$ cat src/rtl/delay_sweep_ctrl.sv
// Delay-calibration sequencer: steps selected delay fields of selected colour
// channels across a range, running a settle / send / dwell / stop cycle per setting.
module delay_sweep_ctrl #(
  parameter int unsigned DELAY_W    = 4,
  parameter int unsigned MAX_DELAY  = 10,
  parameter int unsigned SETTLE_CYC = 16,
  parameter int unsigned DWELL_CYC  = 1024,
  parameter int unsigned PULSE_CYC  = 10,
  parameter int unsigned CNT_W      = 16
) (
  input  logic                   clk_x10,
  input  logic                   g_rst,
  input  logic                   start,
  input  logic                   abort,
  input  logic [1:0]             sweep_sel,
  input  logic [2:0]             ch_mask,
  input  logic [DELAY_W-1:0]     start_val,
  input  logic [DELAY_W-1:0]     stop_val,
  input  logic [DELAY_W-1:0]     step,
  output logic [3*DELAY_W-1:0]   whole_delay,
  output logic [3*DELAY_W-1:0]   rising_delay,
  output logic [3*DELAY_W-1:0]   falling_delay,
  output logic                   send_enable,
  output logic                   send_stop,
  output logic                   busy,
  output logic                   done,
  output logic                   err,
  output logic                   aborted,
  output logic [3:0]             step_idx,
  output logic [2:0]             state_dbg
);

  typedef enum logic [2:0] {
    IDLE   = 3'd0,
    LOAD   = 3'd1,
    SETTLE = 3'd2,
    SEND   = 3'd3,
    DWELL  = 3'd4,
    STOP   = 3'd5,
    NEXT   = 3'd6,
    DONE   = 3'd7
  } state_t;

  localparam logic [DELAY_W-1:0] MAX_V       = DELAY_W'(MAX_DELAY);
  localparam logic [CNT_W-1:0]   SETTLE_LAST = CNT_W'(SETTLE_CYC - 1);
  localparam logic [CNT_W-1:0]   DWELL_LAST  = CNT_W'(DWELL_CYC - 1);
  localparam logic [CNT_W-1:0]   PULSE_LAST  = CNT_W'(PULSE_CYC - 1);

  state_t               state, state_nxt;
  logic [CNT_W-1:0]     timer, timer_nxt;
  logic [1:0]           sel_q;
  logic [2:0]           mask_q;
  logic [DELAY_W-1:0]   stop_q, step_q, cur;
  logic [DELAY_W:0]     sum_c;
  logic                 cfg_bad_c, req_c, last_c;
  logic [3*DELAY_W-1:0] whole_c, rising_c, falling_c;

  assign sum_c     = {1'b0, cur} + {1'b0, step_q};
  assign last_c    = sum_c > {1'b0, stop_q};
  assign cfg_bad_c = (start_val > stop_val) || (stop_val > MAX_V) || (ch_mask == 3'b000);
  assign req_c     = (state == IDLE) && start && !abort;
  assign state_dbg = state;

  // Next state and phase timer
  always_comb begin
    state_nxt = state;
    timer_nxt = '0;
    case (state)
      IDLE:   if (req_c && !cfg_bad_c) state_nxt = LOAD;
      LOAD:   state_nxt = abort ? DONE : SETTLE;
      SETTLE: begin
        if (abort)                    state_nxt = DONE;
        else if (timer == SETTLE_LAST) state_nxt = SEND;
        else                          timer_nxt = timer + CNT_W'(1);
      end
      SEND: begin
        if (abort)                   state_nxt = STOP;
        else if (timer == PULSE_LAST) state_nxt = DWELL;
        else                         timer_nxt = timer + CNT_W'(1);
      end
      DWELL: begin
        if (abort)                   state_nxt = STOP;
        else if (timer == DWELL_LAST) state_nxt = STOP;
        else                         timer_nxt = timer + CNT_W'(1);
      end
      STOP: begin
        // an abort seen earlier or now still lets the stop pulse run to length
        if (timer == PULSE_LAST) state_nxt = (aborted || abort) ? DONE : NEXT;
        else                     timer_nxt = timer + CNT_W'(1);
      end
      NEXT:   state_nxt = (abort || last_c) ? DONE : LOAD;
      DONE:   state_nxt = IDLE;
      default: state_nxt = IDLE;
    endcase
  end

  // Field values presented when a setting is loaded
  always_comb begin
    whole_c   = '0;
    rising_c  = '0;
    falling_c = '0;
    for (int c = 0; c < 3; c++) begin
      if (mask_q[c]) begin
        if (sel_q == 2'd0)                    whole_c[c*DELAY_W +: DELAY_W]   = cur;
        if (sel_q == 2'd1 || sel_q == 2'd3)   rising_c[c*DELAY_W +: DELAY_W]  = cur;
        if (sel_q == 2'd2 || sel_q == 2'd3)   falling_c[c*DELAY_W +: DELAY_W] = cur;
      end
    end
  end

  always_ff @(posedge clk_x10) begin
    if (!g_rst) begin
      state         <= IDLE;
      timer         <= '0;
      sel_q         <= '0;
      mask_q        <= '0;
      stop_q        <= '0;
      step_q        <= '0;
      cur           <= '0;
      whole_delay   <= '0;
      rising_delay  <= '0;
      falling_delay <= '0;
      send_enable   <= 1'b0;
      send_stop     <= 1'b0;
      busy          <= 1'b0;
      done          <= 1'b0;
      err           <= 1'b0;
      aborted       <= 1'b0;
      step_idx      <= '0;
    end else begin
      state       <= state_nxt;
      timer       <= timer_nxt;
      send_enable <= (state_nxt == SEND);
      send_stop   <= (state_nxt == STOP);
      busy        <= (state_nxt != IDLE);
      done        <= (state_nxt == DONE);

      if (req_c) begin
        sel_q  <= sweep_sel;
        mask_q <= ch_mask;
        stop_q <= stop_val;
        step_q <= (step == '0) ? DELAY_W'(1) : step;
        if (cfg_bad_c) begin
          err <= 1'b1;
        end else begin
          err      <= 1'b0;
          aborted  <= 1'b0;
          cur      <= start_val;
          step_idx <= '0;
        end
      end

      if (state != IDLE && abort) aborted <= 1'b1;

      if (state == LOAD) begin
        whole_delay   <= whole_c;
        rising_delay  <= rising_c;
        falling_delay <= falling_c;
      end

      if (state == NEXT && !abort && !last_c) begin
        cur <= sum_c[DELAY_W-1:0];
        if (step_idx != 4'hF) step_idx <= step_idx + 4'd1;
      end
    end
  end

endmodule

$ cat config.mk
export PLATFORM = sky130hd
export DESIGN_NAME = delay_sweep_ctrl
export DESIGN_NICKNAME = d
export VERILOG_FILES = /design/src/rtl/delay_sweep_ctrl.sv
export SDC_FILE = /design/constraint.sdc
export NUM_CORES = 1
export LEC_CHECK = 0
export CAP_MARGIN = 20
export CORE_MARGIN = 3
export CORE_UTILIZATION = 49
export CTS_BUF_LIST = sky130_fd_sc_hd__clkbuf_8
export CTS_CLUSTER_SIZE = 14
export DETAILED_ROUTE_END_ITERATION = 8
export PLACE_DENSITY = 0.85
export SLEW_MARGIN = 25
export SYNTH_ARGS = -nofsm -noshare
export SYNTH_HDL_FRONTEND = slang
export SYNTH_SLANG_ARGS = --single-unit
$ cat constraint.sdc
create_clock -name clk_x10 -period 2.61 [get_ports clk_x10]
set_input_delay 0.522 -clock clk_x10 [delete_from_list [all_inputs] [get_ports clk_x10]]
set_output_delay 0.522 -clock clk_x10 [all_outputs]
set_load 0.01 [all_outputs]
* Word level (Yosys, flattened, before mapping)
Index checks and enable logic that the tools add are counted.
** Word-level totals
- Logic and storage cells :: 110
- Flip-flop bits (word level) :: 82
** Cells by class
- $add $sub $neg :: 3
- Order comparisons :: 3
- Muxes and demuxes :: 43
- Reductions and logical operators :: 25
- Eq/ne operators :: 19
** Operators with widths (count)
- $mux 16 :: 6
- $mux 4 :: 20
- $pmux 16 s4 :: 1
- $eq 16x4->1 const B :: 2
- $mux 3 :: 10
- $pmux 3 s8 :: 1
- $eq 3x3->1 const B :: 6
- $add 16x1->16 const B :: 1
- $eq 16x10->1 const B :: 1
- $eq 3x2->1 const B :: 3
- $logic_and 1x1->1 :: 6
- $logic_not 3->1 :: 2
- $logic_or 1x1->1 :: 6
- $reduce_bool 3->1 :: 2
- $add 4x4->5 :: 1
- $gt 5x4->1 :: 1
- $mux 1 :: 5
- $add 4x1->4 const B :: 1
- $eq 2x2->1 const B :: 2
- $gt 4x4->1 :: 1
- $gt 4x4->1 const B :: 1
- $logic_not 4->1 :: 1
- $ne 2x1->1 const B :: 2
- $ne 4x4->1 const B :: 1
- 6 further kinds :: 10

* Logic depth before layout (Yosys ltp)
Gate-level depths: netlist of the first run.
- Depth in word-level cells :: 8
- Gate-level depth with buffers :: 11
- Gate-level depth less buffers :: 10

* Worst setup path before layout of the first run
No wires, ideal clock.
- Path kind :: register to register
- From :: register step_q[0]
- To :: register busy
- Arrival :: 2.549 ns
- Stages on the path, launching flop included :: 10
- Buffers on the path :: 0
- Path slack :: -0.059 ns
- Required time :: 2.490 ns
- Setup time :: 0.120 ns
- Cell sequence :: dfxtp_1 ha_1 fa_1 ha_1 nor2b_1 o211ai_1 a21oi_1 o311a_1 or3_1 o31a_1
** On the way
- Cells in the longest elaborated chain, start to end :: 6
** Ends and longest elaborated chain
- from (decl) :: RTL line 53 : logic [DELAY_W-1:0] stop_q, step_q, cur;
- from (signal assigned) :: RTL line 142 : step_q <= (step == '0) ? DELAY_W'(1) : step;
- $add 4x4->5 :: RTL line 58 : assign sum_c = {1'b0, cur} + {1'b0, step_q};
- $gt 5x4->1 :: RTL line 59 : assign last_c = sum_c > {1'b0, stop_q};
- $logic_or 1x1->1 :: RTL line 91 : NEXT: state_nxt = (abort || last_c) ? DONE : LOAD;
- $mux 3 :: RTL line 91
- $pmux 3 s8 :: RTL line 68 : case (state)
- $reduce_bool 3->1 :: RTL line 135 : busy <= (state_nxt != IDLE);
- to (signal assigned) :: RTL line 135
- to (decl) :: RTL line 25 : output logic busy,
No other way between the ends.
A chain may end at the register's enable or synchronous reset.

* Worst setup path in the final report of the first run
- From :: register cur[0]
- To :: register step_idx[2]
** On the way
- Cells in the longest elaborated chain, start to end :: 5
** Ends and longest elaborated chain
- from (decl) :: RTL line 53
- from (signal assigned) :: RTL line 148 : cur <= start_val;
- from (signal assigned) :: RTL line 162 : cur <= sum_c[DELAY_W-1:0];
- $add 4x4->5 :: RTL line 58
- $gt 5x4->1 :: RTL line 59
- $logic_not 1->1 :: RTL line 161 : if (state == NEXT && !abort && !last_c) begin
- $logic_and 1x1->1 :: RTL line 161
- $mux 4 :: RTL line 161
- to (signal assigned) :: RTL line 163 : if (step_idx != 4'hF) step_idx <= step_idx + 4'd1;
- to (decl) :: RTL line 29 : output logic [3:0] step_idx,
No other way between the ends.

==> flow_summary_export.csv, run 1 <==
group,metric,value,unit
floorplan,core-area,7490,µm²
synth,syn-cell-area,3890,µm²
timing,relSlewSlack,56.5,%
cts,cts_root_buffer,"clkbuf_8",
hold_path,hp-start,"falling_delay[9]$_SDFFE_PN0P_",
synth,synth_edf_count,0,
global_route,grt_max_degree,61,
status,failed_checks,"negative setup slack",
synth,ys_seq_area_share,42.2,%
detailed_routing,drt_iter0_drc,204,
timing,rsz0062_at_grt,"yes",
setup_path,path_cells,"ha_4 -> fa_1 -> ha_1 -> nor2b_1 -> o211ai_1 -> a21oi_2 -> buf_4 -> or3_4 -> o211ai_1 -> a21oi_1",
detailed_routing,vias,3701,
flow_run,drv_cap,0,
synth,ys_ff_latch,82,
cts,cts_max_level,3,
timing,skew,0.0118,ns
cts,clk_pin_slew,0.10,ns
setup_path,required,2.84,ns
timing,fin_ws,-0.316,ns
detailed_routing,ant_nets,0,
cells_and_area,area_growth,31.3,%
setup_path,reg2reg_to,"step_idx[2]$_SDFF_PN0_",
floorplan,die_y,95.1,µm
floorplan,die_w,95.1,µm
power_and_ir_drop,power.leakage,1.90,nW
synth,yosys_most_used_dff,"dfxtp_1",
global_route,grt_pass1_vias,3505,
floorplan,die-area,9050,µm²
cts,cts_buffers,9,
setup_path,max_stage_delay,0.50,ns
setup_path,slowest_stage,"fa_1",
timing,finalHoldViolations,0,
detailed_routing,drc,0,
cts,hold_buffers,0,
setup_path,crit_path_start_kind,"flip-flop",
floorplan,ios,70,
setup_path,worstPathArrival,3.15,ns
status,outcome,"finished, violations left",
timing,setup_violations,14,
global_route,grt_util_all_layers,22.9,%
detailed_routing,firstDrtPassIters,4,
synth,ys_warn_count,0,
cts,cts_tree,"done",
timing,max_freq,342,MHz
setup_path,cp_max_fo,6,
cts,worstSkewPairLatency,0.37,ns
placed_design,place.port_buffers,69,
cells_and_area,antenna_cells,0,
cells_and_area,layout.nets,572,
cells_and_area,drive_gt1_share,15.5,%
floorplan,start_util,52.0,%
power_and_ir_drop,p_per_area,709,nW/µm²
setup_path,end_kind,"flip-flop",
power_and_ir_drop,irDropWorstVdd,442,µV
timing,maxSlewViolCount,0,
setup_path,reg2reg_slack,-0.32,ns
placed_design,gp_congestion,0.826,
hold_path,min_to,"falling_delay[9]$_SDFFE_PN0P_",
detailed_routing,routed_via_density,5.82,
timing,finalCritPeriodShare,112,%
timing,layout_min_cycle_time,2.93,ns
global_route,overflow,0,
global_route,grt_pass1_wl,16.3,mm
cells_and_area,post-route-util,68.3,%
placed_design,dpl_cell_area,4740,µm²
setup_path,r2r_cells,10,
synth,synth_fp_nets,494,
synth,avgSynthCellArea,8.58,µm²
setup_path,critPathMostFrequentCell,"o211ai_1",
synth,synthArstFlopShare,0,%
cells_and_area,final_cells,636,
cts,clk_path_buf_depth,2,
global_route,antenna_found_initial,0,
placed_design,place_inst,613,
setup_path,reg2reg_from,"cur[0]$_SDFFE_PN0P_",
detailed_routing,wirelength,10.6,mm
placed_design,dpl.hpwl,6.71,mm
hold_path,min_path_type,"flip-flop to flip-flop",
floorplan,rows,31,
cts,clock_sinks,82,
detailed_routing,wire_per_inst,16.7,µm
hold_path,holdPathStages,2,
synth,yosysUniqueCellTypes,57,
cells_and_area,fin_area,5110,µm²
synth,netlist_instances,454,
setup_path,worstSetupPathType,"flip-flop to flip-flop",
timing,tightest_slew,0.653,ns
## how the worst max path moves through the flow
stage                                      start                endpoint  slack [ns]  cells after the start
after floorplan              cur[0]$_SDFFE_PN0P_         busy$_SDFF_PN0_       -0.03                      9
after global placement       cur[0]$_SDFFE_PN0P_  step_idx[0]$_SDFF_PN0_       -0.11                      9
after detailed placement     cur[0]$_SDFFE_PN0P_  step_idx[0]$_SDFF_PN0_       -0.26                      9
after CTS                    cur[0]$_SDFFE_PN0P_         busy$_SDFF_PN0_       -0.22                      9
after global routing      step_q[1]$_SDFFE_PN0P_  step_idx[2]$_SDFF_PN0_       -0.41                     11
final                        cur[0]$_SDFFE_PN0P_  step_idx[2]$_SDFF_PN0_       -0.32                     10
## cells in the final DEF, fill, tap and decap left out, types with 11 or more instances in the layout
master	count
buf_4	28
a32oi_1	12
dfxtp_1	78
nor2_1	45
inv_1	11
nand4_1	27
nand2_1	58
nand3_1	12
ha_1	17
clkdlybuf4s50_1	69
a21oi_1	47
## logic make-up after synthesis
family	synth area share, %
AOI/OAI and AO/OA	15.8
buffers and inverters	5.30
muxes	1.57
and+or+nand+nor	25.0
adders and majority gates	6.30
xor gates and xnor gates	3.82
DFF	42.2
## Yosys cell counts (all sizes together), types with 3 or more instances
cell type / instances / area share, %
a211oi: 5 / 1.3
a21oi: 51 / 6.8
a32oi: 12 / 2.7
and3: 5 / 0.80
and4: 8 / 1.9
buf: 9 / 1.9
clkbuf: 23 / 2.2
dfxtp: 82 / 42
ha: 18 / 5.8
inv: 11 / 1.1
mux2i: 5 / 1.3
nand2: 60 / 5.9
nand3: 13 / 1.7
nand4: 27 / 4.3
nor2: 50 / 4.9
nor2b: 4 / 0.64
nor3: 9 / 1.2
nor4: 3 / 0.64
o211ai: 5 / 1.1
o21ai: 5 / 0.74
o31ai: 3 / 0.58
or3: 4 / 0.64
xnor2: 6 / 1.3
xor2: 11 / 2.5
## flip-flops by register name, summed over array words and instances, names as in the netlist
name           count
sel_q              2
send_stop          1
rising_delay      12
err                1
step_q             4
send_enable        1
stop_q             4
whole_delay       12
busy               1
state_dbg          3
falling_delay     12
step_idx           4
timer             16
done               1
cur                4
mask_q             3
aborted            1
## per-layer routing
layer	vias up	wire length, µm	track usage, %
met1	1749	4510	30.6
li1	1770	-	-
met4	0	242	8.41
met3	30	740	3.79
met2	152	5120	37.1
met5	-	0	0
## final cells by class
| class | instances | area (µm²) |
|---|---|---|
| clock buffers | 9 | 124 |
| flip-flops and latches | 82 | 1650 |
| well taps | 99 | 124 |
| multi-input cells | 328 | 2170 |
| fillers | 573 | 2370 |
| repair buffers | 99 | 927 |
| inverters | 12 | 45.0 |
| clock inverters | 7 | 78.8 |
## worst max-delay path, delay by kind of cell, from the launching register on
kind	cells	cell delay (ns)
AO/OA/AOI/OAI	4	0.76
AND/OR/NAND/NOR	2	0.56
flip-flops	1	0.35
adder cells (fa/ha/maj)	3	0.97
buffers and inverters	1	0.15
## power breakdown
| group | internal (mW) | total (mW) | switching (mW) |
|---|---|---|---|
| Combinational | 0.514 | 1.25 | 0.740 |
| Clock | 0.385 | 0.938 | 0.553 |
| Sequential | 1.33 | 1.43 | 0.107 |
| Total | 2.22 | 3.62 | 1.40 |
## repair_timing
item / CTS / global route
setup endpoints to repair: 14 / 14
buffers inserted: 2 / 5
gates resized for setup: 3 / 25
pin swaps: 7 / 5
gates cloned: 0 / 0
## per-stage QoR
step                power, mW  worst slack, ns  hold slack (ns)  TNS [ns]
global route             3.80           -0.412            0.488     -4.19
CTS                      3.50           -0.223            0.459     -1.24
finish                   3.62           -0.316            0.456     -2.90
floorplan                2.22          -0.0262            0.436   -0.0501
detailed placement       2.57           -0.257            0.445     -1.56
global placement         2.53           -0.107            0.444    -0.260
Power figures use the tool's default switching activity.
==> run 2, diff against run 1 <==
==> constraint.sdc (replaced) <==
create_clock -name clk_x10 -period 2.68 [get_ports clk_x10]
set_input_delay 0.536 -clock clk_x10 [delete_from_list [all_inputs] [get_ports clk_x10]]
set_output_delay 0.536 -clock clk_x10 [all_outputs]
set_load 0.01 [all_outputs]
==> run 2 against run 1 <==
  * The flow still finishes with violations (negative setup slack)
  * Design area fell by 1.6%
  * Wire length shrank 3.3%
  * Die area stayed put
  * Global-route usage increased by 0.17 points
  * Fmax increased by 5.4%
  * Register-to-register slack improved by 0.22 ns
  * Total power down 0.66%
  * Non-clock buffer count fell by 6
  * Utilization fell by 1.1 points
  * Hold slack worse by 0.0013 ns
  * Final cell count shrank 0.94%
  * Critical path type unchanged
==> flow_summary_export.csv, run 2 (same netlist as run 1, synthesis figures left out) <==
group,metric,value,unit
floorplan,die-area,9050,µm²
setup_path,required,2.93,ns
status,failed_checks,"negative setup slack",
cells_and_area,final_cell_mix,"dfxtp_1, clkdlybuf4s50_1, nand2_1, nor2_1, a21oi_1",
cells_and_area,final_common_cell,"dfxtp_1",
global_route,grt_util_all_layers,23.1,%
detailed_routing,routed_via_density,5.81,
cells_and_area,layout.nets,566,
setup_path,end_kind,"flip-flop",
floorplan,rows,31,
timing,setup_tns,-0.257,ns
setup_path,worstPathArrival,3.03,ns
cts,worstSkewPairLatency,0.35,ns
detailed_routing,drt_iter0_drc,224,
setup_path,cp_max_fo,4,
power_and_ir_drop,sequentialPowerShare,39.1,%
global_route,met2_usage,37.6,%
status,outcome,"finished, violations left",
setup_path,crit_path_start_kind,"flip-flop",
floorplan,die_y,95.1,µm
setup_path,reg2reg_to,"busy$_SDFF_PN0_",
cts,clk_path_buf_depth,2,
hold_path,hp-start,"rising_delay[5]$_SDFFE_PN0P_",
power_and_ir_drop,p_per_area,716,nW/µm²
detailed_routing,drc,0,
flow_run,drv_cap,0,
global_route,grtUsageMet3,5.37,%
global_route,grt_pass1_wl,16.6,mm
detailed_routing,wirelength,10.3,mm
cells_and_area,regMostFlops,"timer",
hold_path,min_path_type,"flip-flop to flip-flop",
setup_path,reg2reg_slack,-0.1,ns
global_route,grt_pass1_vias,3490,
setup_path,reg2reg_from,"step_q[1]$_SDFFE_PN0P_",
cts,cts_tree,"done",
placed_design,place.port_buffers,69,
timing,fin_ws,-0.0955,ns
global_route,grt_max_degree,61,
power_and_ir_drop,irDropWorstVdd,379,µV
cells_and_area,drive_gt1_share,13.4,%
cts,cts_buffers,9,
timing,skew,0.00983,ns
global_route,overflow,0,
floorplan,core-area,7490,µm²
setup_path,r2r_cells,10,
cells_and_area,area_growth,29.2,%
setup_path,worstSetupPathType,"flip-flop to flip-flop",
power_and_ir_drop,power.clock.fraction,28.1,%
placed_design,dpl.hpwl,6.94,mm
timing,layout_min_cycle_time,2.78,ns
timing,rsz0062_at_grt,"yes",
detailed_routing,ant_nets,0,
power_and_ir_drop,pwr-share-comb,32.9,%
power_and_ir_drop,swShare,35.6,%
global_route,grt-busiest-layer,"met2",
detailed_routing,firstDrtPassIters,5,
global_route,gr-usage-met1,29.8,%
floorplan,start_util,52.0,%
timing,setup_violations,6,
detailed_routing,vias,3659,
floorplan,ios,70,
timing,relSlewSlack,57.8,%
cts,clock_sinks,82,
hold_path,holdPathStages,2,
timing,finalHoldViolations,0,
hold_path,min_to,"rising_delay[5]$_SDFFE_PN0P_",
timing,maxSlewViolCount,0,
floorplan,die_w,95.1,µm
power_and_ir_drop,power.leakage,1.88,nW
power_and_ir_drop,p_sw,1.28,mW
cells_and_area,antenna_cells,0,
cts,cts_root_buffer,"clkbuf_8",
cells_and_area,post-route-util,67.2,%
timing,max_freq,360,MHz
cells_and_area,largest_reg_flops,16,
placed_design,gp_congestion,0.930,
timing,tightest_slew,0.632,ns
detailed_routing,wire_per_inst,16.3,µm
power_and_ir_drop,internal-power,2.32,mW
timing,finalCritPeriodShare,104,%
cts,cts_max_level,3,
global_route,antenna_found_initial,0,
cts,clk_pin_slew,0.09,ns
-- run 2: how the worst max path moves through the flow --
stage                           start         endpoint  slack [ns]  cells past startpoint
5_1_grt        step_q[1]$_SDFFE_PN0P_  busy$_SDFF_PN0_       -0.20                     10
3_3_place_gp   step_q[0]$_SDFFE_PN0P_  busy$_SDFF_PN0_       -0.06                      9
6_report       step_q[1]$_SDFFE_PN0P_  busy$_SDFF_PN0_        -0.1                     10
2_1_floorplan  step_q[0]$_SDFFE_PN0P_  busy$_SDFF_PN0_        0.01                      9
3_5_place_dp   step_q[0]$_SDFFE_PN0P_  busy$_SDFF_PN0_       -0.19                      9
4_1_cts           cur[0]$_SDFFE_PN0P_  busy$_SDFF_PN0_       -0.07                      9
-- run 2: worst max-delay path, cell delays in order (launching register included) --
cell and delay (ns):
dfxtp_2 0.35, ha_1 0.29, a21o_1 0.17, a21oi_2 0.19, xnor2_2 0.10, ha_1 0.34, and4_1 0.22, a21oi_2 0.07
o311a_1 0.37, or3_4 0.34, o31a_1 0.24
-- run 2: what timing repair did --
action	CTS	global route
setup buffers	2	2
resized for setup	10	9
pin swaps	8	10
hold buffers	0	0
endpoints found under the setup margin	12	14
-- run 2: stage by stage --
stage               total power [mW]  hold slack [ns]  instances  area [µm²]  setup slack [ns]
floorplan                       2.14            0.436        454        3890            0.0114
global placement                2.44            0.445        610        4700           -0.0553
detailed placement              2.49            0.442        610        4700            -0.190
CTS                             3.54            0.455        628        4980           -0.0678
global route                    3.78            0.478        630        5030            -0.203
finish                          3.60            0.455        630        5030           -0.0955
-- run 2: final cells by class --
class,count,area (µm²)
fill,579,2450
multi-input combinational,328,2120
sequential,82,1650
timing repair buffer,93,871
clock buffer,9,124
tap,99,124
clock inverter,7,100
inverter,12,45.0
-- run 2: power groups by stage --
stage	Combinational [mW]	Clock [mW]	Sequential [mW]
final	1.18	1.01	1.41
after detailed placement	1.06	0	1.43
after global routing	1.29	1.07	1.42
after CTS	1.11	1.02	1.40
after floorplan	0.757	0	1.39
after global placement	1.02	0	1.42
-- run 2: routing by layer --
layer | wire length (µm) | up-vias
met2 | 5020 | 169
met5 | 0 | -
met3 | 684 | 24
met4 | 200 | 0
met1 | 4370 | 1711
li1 | - | 1755
